===== src/rtl/hold_decoder.sv =====
// Registered 3-to-8 decoder: each accepted code is shown on out for HOLD_CYCLES
// cycles, then out clears and done pulses. Code 0 maps to an all-zero word.
module hold_decoder #(
    parameter int HOLD_CYCLES = 4
) (
    input  logic       clk,
    input  logic       rst_n,
    input  logic       abort,
    input  logic       in_valid,
    output logic       in_ready,
    input  logic [2:0] code_in,
    output logic [7:0] out,
    output logic       busy,
    output logic       done
);

    localparam int CW = $clog2(HOLD_CYCLES + 1);

    typedef enum logic {
        IDLE,
        HOLD
    } state_t;

    state_t        state;
    logic [CW-1:0] count;

    function automatic logic [7:0] decode(input logic [2:0] code);
        logic [7:0] word;
        word = 8'h00;
        if (code != 3'd0) begin
            word = 8'h01 << code;
        end
        return word;
    endfunction

    // Abort outranks everything but reset; done is a one-cycle pulse by default.
    always_ff @(posedge clk or negedge rst_n) begin
        if (!rst_n) begin
            state <= IDLE;
            count <= '0;
            out   <= 8'h00;
            done  <= 1'b0;
        end else begin
            done <= 1'b0;
            if (abort) begin
                state <= IDLE;
                count <= '0;
                out   <= 8'h00;
            end else begin
                case (state)
                    IDLE: begin
                        if (in_valid) begin
                            out   <= decode(code_in);
                            count <= CW'(HOLD_CYCLES - 1);
                            state <= HOLD;
                        end
                    end
                    HOLD: begin
                        if (count == '0) begin
                            out   <= 8'h00;
                            done  <= 1'b1;
                            state <= IDLE;
                        end else begin
                            count <= count - CW'(1);
                        end
                    end
                    default: state <= IDLE;
                endcase
            end
        end
    end

    assign in_ready = (state == IDLE);
    assign busy     = (state == HOLD);

endmodule


===== config.mk =====
export PLATFORM = sky130hd
export DESIGN_NAME = hold_decoder
export DESIGN_NICKNAME = d
export VERILOG_FILES = /design/src/rtl/hold_decoder.sv
export SDC_FILE = /design/constraint.sdc
export NUM_CORES = 1
export LEC_CHECK = 0
export ABC_AREA = 0
export CORE_AREA = 10 10 47 49
export CTS_BUF_LIST = sky130_fd_sc_hd__clkbuf_2
export CTS_CLUSTER_SIZE = 30
export DETAILED_ROUTE_END_ITERATION = 8
export DIE_AREA = 0 0 57 59
export PLACE_DENSITY = 0.79
export SLEW_MARGIN = 20
export SYNTH_ARGS = -nofsm -noshare
export SYNTH_HDL_FRONTEND = slang
export SYNTH_SLANG_ARGS = --single-unit

===== constraint.sdc =====
create_clock -name clk -period 2.4 [get_ports clk]
set_clock_uncertainty 0.05 [all_clocks]
set_input_delay 0.48 -clock clk [delete_from_list [all_inputs] [get_ports clk]]
set_output_delay 0.48 -clock clk [all_outputs]
set_load 0.1 [all_outputs]

# Yosys cells after proc, flatten, opt, wreduce, memory -nomap -nowiden
# Cells that the tools add are included.
# word_totals
ff_bits,13
in_bits,7
out_inout_bits,11
# classes
addsub,1
n_eq_ne,3
shift,1
n_mux,16
n_bitwise,1
reduce_logical,4
# op_table
operator,count
$mux W8,4
$pmux W8 S2,1
$mux W3,3
$shl A1 B3 Y8 const A,1
$mux W1,6
$ne A3 B3 Y1 const B,2
$pmux W3 S2,1
$reduce_and A2 Y1,2
$logic_not A3 Y1,1
$ne A3 B2 Y1 const B,1
$reduce_bool A3 Y1,1
$sub A3 B1 Y3 const B,1
$pmux W1 S2,1
$not A1 Y1,1

# Longest topological paths before layout
# depth
ltp_word,5
depth_mapped,6
ltp_nobuf,6

# Worst setup path after synthesis
# OpenSTA, ideal clock, no wires.
# synth_path
kind,flip-flop to flip-flop
startpoint,"register state, in the netlist busy"
endpoint,register count[2]
arrival_time_ns,2.096
required_time_ns,2.228
path_slack_ns,0.131
stages_incl_launch_ff,3
n_path_buf,0
path_cell_list,dfrtp_1 -> inv_1 -> a32o_1
# synth_via
elab_chain_len,3
elab_cells_between_ends,6
classes_between,2 x eq/ne; 2 x mux; 1 x bitwise; 1 x reduce/logical
# synth_lines
element,line,rtl
start: declaration,24,state_t state;
start signal: assignment,39,state <= IDLE;
start signal: assignment,46,state <= IDLE;
start signal: assignment,55,state <= HOLD;
$not A1 Y1 (*),-,
via in_ready,10,"output logic in_ready,"
$pmux W3 S2 or $ne A3 B3 Y1 (tied branches),-,
$mux W3 or $reduce_and A2 Y1 (tied branches),-,
end signal: assignment,54,count <= CW'(HOLD_CYCLES - 1);
end signal: assignment,64,count <= count - CW'(1);
end: declaration,25,logic [CW-1:0] count;
# The timed path passes the listed nets; every way through them passes the cells marked *.
# A chain may end at the register's enable or synchronous reset.

# Worst setup path after layout
# layout_path
startpoint,"register state, in the netlist busy"
endpoint,output in_ready
# layout_via
elab_chain_len,1
# layout_lines
element,line
$not A1 Y1,-
end: declaration,10
# Every way passes these cells.

==> results.md <==
* Commonest non-fill, non-tap cell in the layout: dfrtp_1
* CP endpoint kind: output pin
* CTS Sinks at 12
* Clk buf depth at 2
* Layout cells sized above 1 at 0.333
* Syn_nets at 57
* Critical Path Fanout Max at 5
* Area Growth Syn to Fin at 26.4%
* DP Area at 724 µm²
* Synthesized area per cell at 12.3 µm²
* First-pass GRT wire length at 2.17 mm
* Clk_lat worst skew at 0.26 ns
* Fin nets at 76
* Vias per cell at 5.27
* Synth unique cells at 20
* Met3 GRT Util at 0.0451
* Vias at 432
* Worst-Margin Slew at 0.533 ns
* Routed WL per cell at 15.3 µm
* N_diodes at 0
* Post-Syn Area at 588 µm²
* Most frequent cells in the layout: dfrtp_1, buf_4, nor2_1
* Met2 usage at 0.124
* Clock root buffer: clkbuf_2
* Critical Path AT at 1.15 ns
* Final setup viols at 0
* Core area at 1400 µm²
* Top cell type's share of synthesized area at 0.511
* Drt total wl at 1.25 mm
* DIE AREA at 3360 µm²
* Final Cell Area at 743 µm²
* Vias in the first global route at 435
* Req. time, crit path at 1.87 ns
* Max cap viols at 0
* CP max stage cell: dfrtp_1
* CTS Buf Count at 3
* RSZ-0062 raised after global routing: no
* Pins Over Slew Limit at 0
* Worst-path cell chain: inv_1 -> buf_4
* DR pass1 iterations at 4
* Post-CTS Setup Bufs at 0
* Crit-path leading delay family: flip-flops
* Initial antenna violation count at 0
* EDFF count, synth at 0
* Fmax at 596 MHz
* Met1 track utilization from global routing at 0.0926
* Gate Count Post-Synth at 48
* Rel. slew slack at 0.643
* Status: finished, final reports clean
* Post-synthesis register bit count at 12
* Leakage at 0.363 nW
* Antenna Nets Post-Route at 0
* Most Crowded Layer GR: met2
* Largest net degree at the start of global routing at 13
* GP Congestion at 0.669
* GRT Overall Usage at 0.0824
* Element type at the critical path start: flop
* Sequential area share after synthesis at 0.511
* DRC Markers at 0
* Buffer and inverter count on the worst path at 2
* CTS resizes at 0
* Design Power at 0.472 mW
* Leading area contributor after synthesis: dfrtp_1
* Placed Cells at 78
* CTS Hold Bufs at 0
* Initial drt markers at 8
* Worst Hold Class: flop to flop
* Fin worst setup slack at 0.721 ns
* # port buffers at 16
* Row Count at 14
* Fin crit period at 1.68 ns
* Ports at 18
* Max VDD drop at 0.315 mV
* Top cells by area, synth: dfrtp_1, a22o_2, nor3b_4
* Final worst path period share at 0.700
* Most used DFF post-synth: dfrtp_1
* Final-report hold violation count at 0
* DP HPWL at 978 µm
* DIE HEIGHT at 59 µm
* Grt total ovfl at 0
* Dpl ws at 0.462 ns
* Setup TNS Final at 0 ns
* H-tree depth at 1
* P per Cell Area at 635 nW/µm²
* CTS tree: built
* Post-Layout Cell Count at 82
* Clk pin slew, worst setup/hold paths at 0.12 ns
* Post-synth ARST share at 1.00
* Initial Util at 0.420
* Max incr delay on CP at 0.47 ns
* Worst setup path category: flop to output pin
* Die extent in x at 57 µm
* Ys Warns at 0
-- logic make-up (layout without fill, tap and decap cells) --
group           Yosys count  count (layout)  synth area share
fa+ha+maj                 2               2            0.0425
other cells               1               1           0.00638
mux                       1               1            0.0170
simple gates             15              15             0.196
buf+inv                   6              24            0.0574
flops                    12              12             0.511
compound gates           11              11             0.170
-- report_power, final --
| group | switching (mW) | internal (mW) | leakage, nW |
|---|---|---|---|
| sequential | 0.00740 | 0.214 | 0.163 |
| clock | 0.0639 | 0.0362 | 0.0140 |
| combinational | 0.103 | 0.0478 | 0.186 |
| total | 0.174 | 0.298 | 0.363 |
-- final timing paths --
path	cells after the start	from	end	slack, ns
setup / recovery	2	busy$_DFF_PN0_	in_ready	0.72
setup reg to reg	6	count[0]$_DFFE_PN0P_	out[4]$_DFFE_PN0P_	0.83
max in group asynchronous	1	rst_n	out[6]$_DFFE_PN0P_	1.44
hold / removal	1	out[7]$_DFFE_PN0P_	out[7]$_DFFE_PN0P_	0.47
hold reg to reg	1	out[7]$_DFFE_PN0P_	out[7]$_DFFE_PN0P_	0.47
min in group asynchronous	1	rst_n	count[0]$_DFFE_PN0P_	0.51
-- worst reg2reg max path: cells and delay by family (launching register included) --
| family | cells | cell delay [ns] |
|---|---|---|
| adders and majority gates | 2 | 0.42 |
| and+or+nand+nor | 2 | 0.42 |
| AOI/OAI and AO/OA | 1 | 0.20 |
| DFF | 1 | 0.37 |
| buffers and inverters | 1 | 0.06 |
-- metrics by stage --
stage,hold WS (ns),utilization
finish,0.470,0.530
global route,0.487,0.530
detailed placement,0.448,0.517
floorplan,0.134,-
CTS,0.478,0.530
global placement,0.431,0.517
-- Yosys cell counts, types with 2 or more instances --
| cell type | number |
|---|---|
| nor2_1 | 7 |
| a22o_2 | 4 |
| ha_1 | 2 |
| nor3b_4 | 2 |
| a32o_1 | 3 |
| inv_1 | 4 |
| dfrtp_1 | 12 |
| nor2b_1 | 2 |
-- sequential cells by signal, summed over array words and instances (netlist names) --
register / flops
busy: 1
out: 7
count: 3
done: 1
-- area by class of cell --
class	count	area [µm²]
Clock buffer	3	15.0
Clock inverter	1	3.75
Fill cell	135	658
Inverter	4	15.0
Multi-Input combinational cell	30	254
Sequential cell	12	300
Tap cell	16	20.0
Timing Repair Buffer	16	135
-- metal layers --
layer,share of wire,vias up
met2,0.46,16
met5,0,-
met4,0,0
met3,0.090,0
met1,0.45,210
li1,-,206
Note: power is estimated with default switching activity, not from simulation.
